[src/rtl/pc_ctrl_pkg.sv]
// rtl/pc_ctrl_pkg.sv - shared NPC op codes and pc_ctrl state encodings
package pc_ctrl_pkg;

   typedef enum logic [2:0] {
      NPC_PLUS4  = 3'b000,
      NPC_BRANCH = 3'b001,
      NPC_JUMP   = 3'b010,
      NPC_JALR   = 3'b100
   } npc_op_e;

   typedef enum logic [1:0] {
      S_IDLE = 2'd0,
      S_RUN  = 2'd1,
      S_WAIT = 2'd2,
      S_PEND = 2'd3
   } pc_state_e;

   // JALR beats JAL beats a taken branch; nothing active selects PC+4.
   function automatic npc_op_e redirect_op(input logic jalr, input logic jal, input logic br);
      if (jalr)     return NPC_JALR;
      else if (jal) return NPC_JUMP;
      else if (br)  return NPC_BRANCH;
      else          return NPC_PLUS4;
   endfunction

endpackage

[src/rtl/pc_ctrl_satcnt.sv]
// rtl/pc_ctrl_satcnt.sv - 32-bit saturating event counter with synchronous clear
module pc_ctrl_satcnt (
   input  logic        clk,
   input  logic        clr_i,
   input  logic        inc_i,
   output logic [31:0] cnt_o
);

   logic [31:0] cnt_q;
   logic [31:0] cnt_d;

   always_comb begin
      cnt_d = cnt_q;
      if (inc_i && (cnt_q != 32'hFFFF_FFFF)) cnt_d = cnt_q + 32'd1;
   end

   always_ff @(posedge clk) begin
      if (clr_i) cnt_q <= 32'd0;
      else       cnt_q <= cnt_d;
   end

   assign cnt_o = cnt_q;

endmodule

[src/rtl/pc_ctrl.sv]
// rtl/pc_ctrl.sv - fetch-stage PC sequencer: redirects, load-use stalls, imem wait states
// Optional perf counters enabled by defining PC_CTRL_PERF_EN.
module pc_ctrl
   import pc_ctrl_pkg::*;
#(
   parameter logic [31:0] RESET_PC = 32'h0000_0000
) (
   input  logic        clk,
   input  logic        rst,
   input  logic [31:0] npc,
   input  logic        ex_br_taken,
   input  logic        ex_jal,
   input  logic        ex_jalr,
   input  logic        ld_use_stall,
   input  logic        imem_ready,
   output logic [31:0] pc,
   output logic [31:0] imem_addr,
   output logic        imem_req,
   output logic [2:0]  npc_op,
   output logic        pc_write,
   output logic        if_id_flush,
   output logic        id_ex_flush,
   output logic [31:0] redirect_cnt,
   output logic [31:0] stall_cnt
);

   pc_state_e   state_q, state_d;
   logic [31:0] pc_q, pc_d;
   logic [31:0] pend_target_q, pend_target_d;
   logic        redir;
   npc_op_e     win_op;

   assign redir  = ex_jalr | ex_jal | ex_br_taken;
   assign win_op = redirect_op(ex_jalr, ex_jal, ex_br_taken);

   always_comb begin
      state_d       = state_q;
      pc_d          = pc_q;
      pend_target_d = pend_target_q;
      imem_req      = 1'b0;
      npc_op        = NPC_PLUS4;
      pc_write      = 1'b0;
      if_id_flush   = 1'b0;
      id_ex_flush   = 1'b0;
      if (!rst) begin
         unique case (state_q)
            S_IDLE: state_d = S_RUN;
            S_RUN, S_WAIT: begin
               imem_req = 1'b1;
               npc_op   = win_op;
               if (redir) begin
                  if_id_flush = 1'b1;
                  id_ex_flush = 1'b1;
                  if (imem_ready) begin
                     pc_write = 1'b1;
                     pc_d     = npc;
                     state_d  = S_RUN;
                  end else begin
                     pend_target_d = npc;
                     state_d       = S_PEND;
                  end
               end else if (imem_ready && !ld_use_stall) begin
                  pc_write = 1'b1;
                  pc_d     = npc;
                  state_d  = S_RUN;
               end else begin
                  id_ex_flush = ld_use_stall;
                  state_d     = imem_ready ? S_RUN : S_WAIT;
               end
            end
            S_PEND: begin
               imem_req = 1'b1;
               if (redir) begin
                  // Newest redirect replaces the pending target.
                  npc_op      = win_op;
                  if_id_flush = 1'b1;
                  id_ex_flush = 1'b1;
                  if (imem_ready) begin
                     pc_write = 1'b1;
                     pc_d     = npc;
                     state_d  = S_RUN;
                  end else begin
                     pend_target_d = npc;
                  end
               end else begin
                  id_ex_flush = ld_use_stall;
                  if (imem_ready) begin
                     // The returned word belongs to the stale PC; drop it.
                     pc_d        = pend_target_q;
                     if_id_flush = 1'b1;
                     state_d     = S_RUN;
                  end
               end
            end
            default: state_d = S_IDLE;
         endcase
      end
   end

   always_ff @(posedge clk) begin
      if (rst) begin
         state_q       <= S_IDLE;
         pc_q          <= RESET_PC;
         pend_target_q <= 32'd0;
      end else begin
         state_q       <= state_d;
         pc_q          <= pc_d;
         pend_target_q <= pend_target_d;
      end
   end

   assign pc        = pc_q;
   assign imem_addr = pc_q;

`ifdef PC_CTRL_PERF_EN
   logic redirect_acc;
   logic stall_inc;

   assign redirect_acc = imem_req & redir;
   assign stall_inc    = imem_req & ~pc_write &
                         ~((state_q == S_PEND) & ~redir & imem_ready);

   pc_ctrl_satcnt u_redirect_cnt (
      .clk   (clk),
      .clr_i (rst),
      .inc_i (redirect_acc),
      .cnt_o (redirect_cnt)
   );

   pc_ctrl_satcnt u_stall_cnt (
      .clk   (clk),
      .clr_i (rst),
      .inc_i (stall_inc),
      .cnt_o (stall_cnt)
   );
`else
   assign redirect_cnt = 32'd0;
   assign stall_cnt    = 32'd0;
`endif

endmodule
[config.mk]
export PLATFORM = sky130hd
export DESIGN_NAME = pc_ctrl
export DESIGN_NICKNAME = d
export VERILOG_FILES = /design/src/rtl/pc_ctrl_pkg.sv /design/src/rtl/pc_ctrl_satcnt.sv /design/src/rtl/pc_ctrl.sv
export SDC_FILE = /design/constraint.sdc
export NUM_CORES = 1
export LEC_CHECK = 0
export CAP_MARGIN = 20
export CELL_PAD_IN_SITES_DETAIL_PLACEMENT = 0
export CELL_PAD_IN_SITES_GLOBAL_PLACEMENT = 2
export CORE_ASPECT_RATIO = 1.5
export CORE_UTILIZATION = 24
export DETAILED_ROUTE_END_ITERATION = 7
export PLACE_DENSITY = 0.86
export SYNTH_ARGS = -nofsm -noshare
export SYNTH_HDL_FRONTEND = slang
export SYNTH_SLANG_ARGS = --single-unit
[constraint.sdc]
create_clock -name clk -period 3.2 [get_ports clk]
set_clock_uncertainty 0.15 [all_clocks]
set_input_delay 0.64 -clock clk [delete_from_list [all_inputs] [get_ports clk]]
set_output_delay 0.64 -clock clk [all_outputs]
set_load 0.02 [all_outputs]
==> impl_metrics.toml <==
[synth]
synth_cell_types = 29
synth_seq_area_share = 0.369
netlist_area_mm2 = 0.00358
syn_inst = 423
ys_seq_elements = 66
postSynthAreaPerCell_um2 = 8.45
yosys_warnings = 0

[route]
drt_first_pass_iters = 4
drcViolationCount = 0
drtAntennaViolNets = 0
routedWlPerCell_um = 13.3
via_count = 3141
avgViaCountPerCell = 4.49
drt-initial-drc-count = 108
wl_um = 9290

[finish]
area.growth.synth_to_final_pct = 34.5
diodes = 0
nets = 540
finalNonFillerCells = 700
drive_gt1_frac = 0.0833
final_common_cell = "clkdlybuf4s50_1"
post-route-util = 0.331
mostFrequentLayoutCells = "106 x clkdlybuf4s50_1, 66 x nand2_1, 66 x dfxtp_1"

[floorplan]
die_h_um = 152
initial_core_util = 0.246
io_pins = 174
rows = 54
die_area_mm2 = 0.0154
core_area_mm2 = 0.0145
die_w_um = 102

[worst_setup_path]
reg2reg_from = "state_q[0]$_SDFFE_PP0P_"
cp_cell_sequence = "clkdlybuf4s50_1, nor2_1, o21ai_0, buf_4, a21oi_1, clkdlybuf4s50_1"
crit_required_ns = 2.41
cp-start-kind = "input pin"
crit_path_max_fanout = 5
critPathSlowestCell = "clkdlybuf4s50_1"
endpoint_kind = "primary output"
worstPathArrival_ns = 2.29
cp-startpoint = "rst"
cpMostUsedCell = "clkdlybuf4s50_1"
critPathBufInv = 3
cpLargestDelayFamily = "buffers and inverters"
crit_type = "input pin to primary output"
max_stage_delay_ns = 0.63

[cts]
htreeDepth = 3
clk-insertion-delay-late_ns = 0.33
cts.sinks = 66
cts_made_buffers = 9
cts_buffer_depth = 2
root_buffer = "clkbuf_16"
clk_pin_slew_ns = 0.05
cts_tree = "yes"
holdBufCountCts = 0
post_cts_buffers = 0

[job]
max_cap_viol_count = 0

[pwr]
peakVddDrop_mv = 0.206
pwr_density_cell_mw_per_mm2 = 566
leakage_nw = 1.82

[sta]
final_hold_viol_count = 0
period_minus_slack_ns = 3.08
max_freq_mhz = 325
min_period_over_period = 0.962
slew_headroom = 0.449
fin_tns_setup_ns = 0
setup_viol = 0
slew_violations = 0
rsz0062_at_grt = "no"
tightest_slew_ns = 0.824

[grt]
grt-ovfl-total = 0
first_global_vias = 2848
antenna_found_initial = 0
grt_max_degree = 36
track_usage = 0.122
grt_pass1_wl_um = 14500

[placed_design]
gp_congestion = 0.724
dp.cells = 684
dp_hpwl_um = 6520
port_buffers = 109

[hold_path]
min_from = "pend_target_q[27]$_SDFFE_PP0P_"
hp-class = "flop to flop"

[run_status]
status = "finished clean"
## area by class of cell
cell class	count	area, um^2
multi-input combinational	285	1590
fill	1513	9720
timing repair buffer	130	1250
clock inverter	6	138
sequential	66	1320
inverter	7	26.3
tap	196	245
clock buffer	10	239
## power breakdown
part | switching (W) | leakage [nW] | total, W | internal, W
clock network | 0.000372 | 0.183 | 0.00124 | 0.000864
registers | 0.0000488 | 0.540 | 0.000929 | 0.000880
logic | 0.000321 | 1.09 | 0.000558 | 0.000236
total | 0.000742 | 1.82 | 0.00272 | 0.00198
## worst min-delay path, cell delays in order (launching register included)
cell	delay, ns
dfxtp_1	0.30
nand2_1	0.05
a21oi_1	0.05
## stage by stage
| step | cell area, um^2 | hold slack (ns) | worst slack, ns | total power (W) |
|---|---|---|---|---|
| CTS | 4810 | 0.305 | 0.0410 | 0.00275 |
| finish | 4810 | 0.301 | 0.120 | 0.00272 |
| detailed placement | 4430 | 0.297 | -0.0491 | 0.00151 |
| floorplan | 3810 | 0.286 | 0.181 | 0.00136 |
| global route | 4810 | 0.323 | 0.0444 | 0.00283 |
| global placement | 4430 | 0.292 | -0.0407 | 0.00150 |
## final timing paths
| kind | to | slack [ns] | cells past startpoint |
|---|---|---|---|
| hold / removal | pend_target_q[27]$_SDFFE_PP0P_ | 0.30 | 2 |
| hold reg to reg | pend_target_q[27]$_SDFFE_PP0P_ | 0.30 | 2 |
| setup reg to reg | imem_addr[3]$_SDFFE_PP0P_ | 0.74 | 6 |
| setup / recovery | if_id_flush | 0.12 | 6 |
## state kept, by name (all words and copies together) (netlist names)
register	cells
imem_addr	32
pend_target_q	32
state_q	2
## what timing repair did
action | CTS | global route
pin swaps | 0 | 0
cloned | 0 | 0
resized for setup | 2 | 1
setup endpoints to repair | 2 | 1
## synthesized netlist by cell type
master     instances  area share
or3_1              2      0.0035
clkbuf_1          18       0.019
buf_6              3      0.0094
o2bb2ai_1          1      0.0024
nor2_1            34       0.036
and2_1             1      0.0018
o221ai_4           1      0.0073
inv_1              6      0.0063
conb_1             1      0.0010
mux2i_1            2      0.0056
a221o_1           31       0.087
a21boi_1           1      0.0021
nor4b_1            2      0.0049
a32oi_1           31       0.076
a311o_1            1      0.0028
a21oi_1           35       0.049
o22ai_1            1      0.0018
clkinv_1           1      0.0010
nor2_4             1      0.0031
nor3_1             5      0.0070
buf_4             99        0.21
buf_2              8       0.011
ha_1               2      0.0070
mux2_2             1      0.0031
o21ai_0            1      0.0014
dfxtp_1           66        0.37
a21boi_0           1      0.0021
nand2_1           66       0.069
nor3b_1            1      0.0021
## routing by layer
layer  vias to the layer above  global-route usage  share of wire
met5                         -                   0              0
met4                         0              0.0572          0.016
met3                         9              0.0257          0.058
met2                       148               0.218           0.52
met1                      1500               0.137           0.40
li1                       1484                   -              -
## cells by family after synthesis
group | count (synthesis) | share of synthesized area
buffers and inverters | 135 | 0.255
AND/OR/NAND/NOR | 112 | 0.127
multiplexers | 3 | 0.00875
adder cells (fa/ha/maj) | 2 | 0.00700
AO/OA/AOI/OAI | 104 | 0.232
flip-flops | 66 | 0.369
other | 1 | 0.00105
Power figures use the tool's default switching activity.
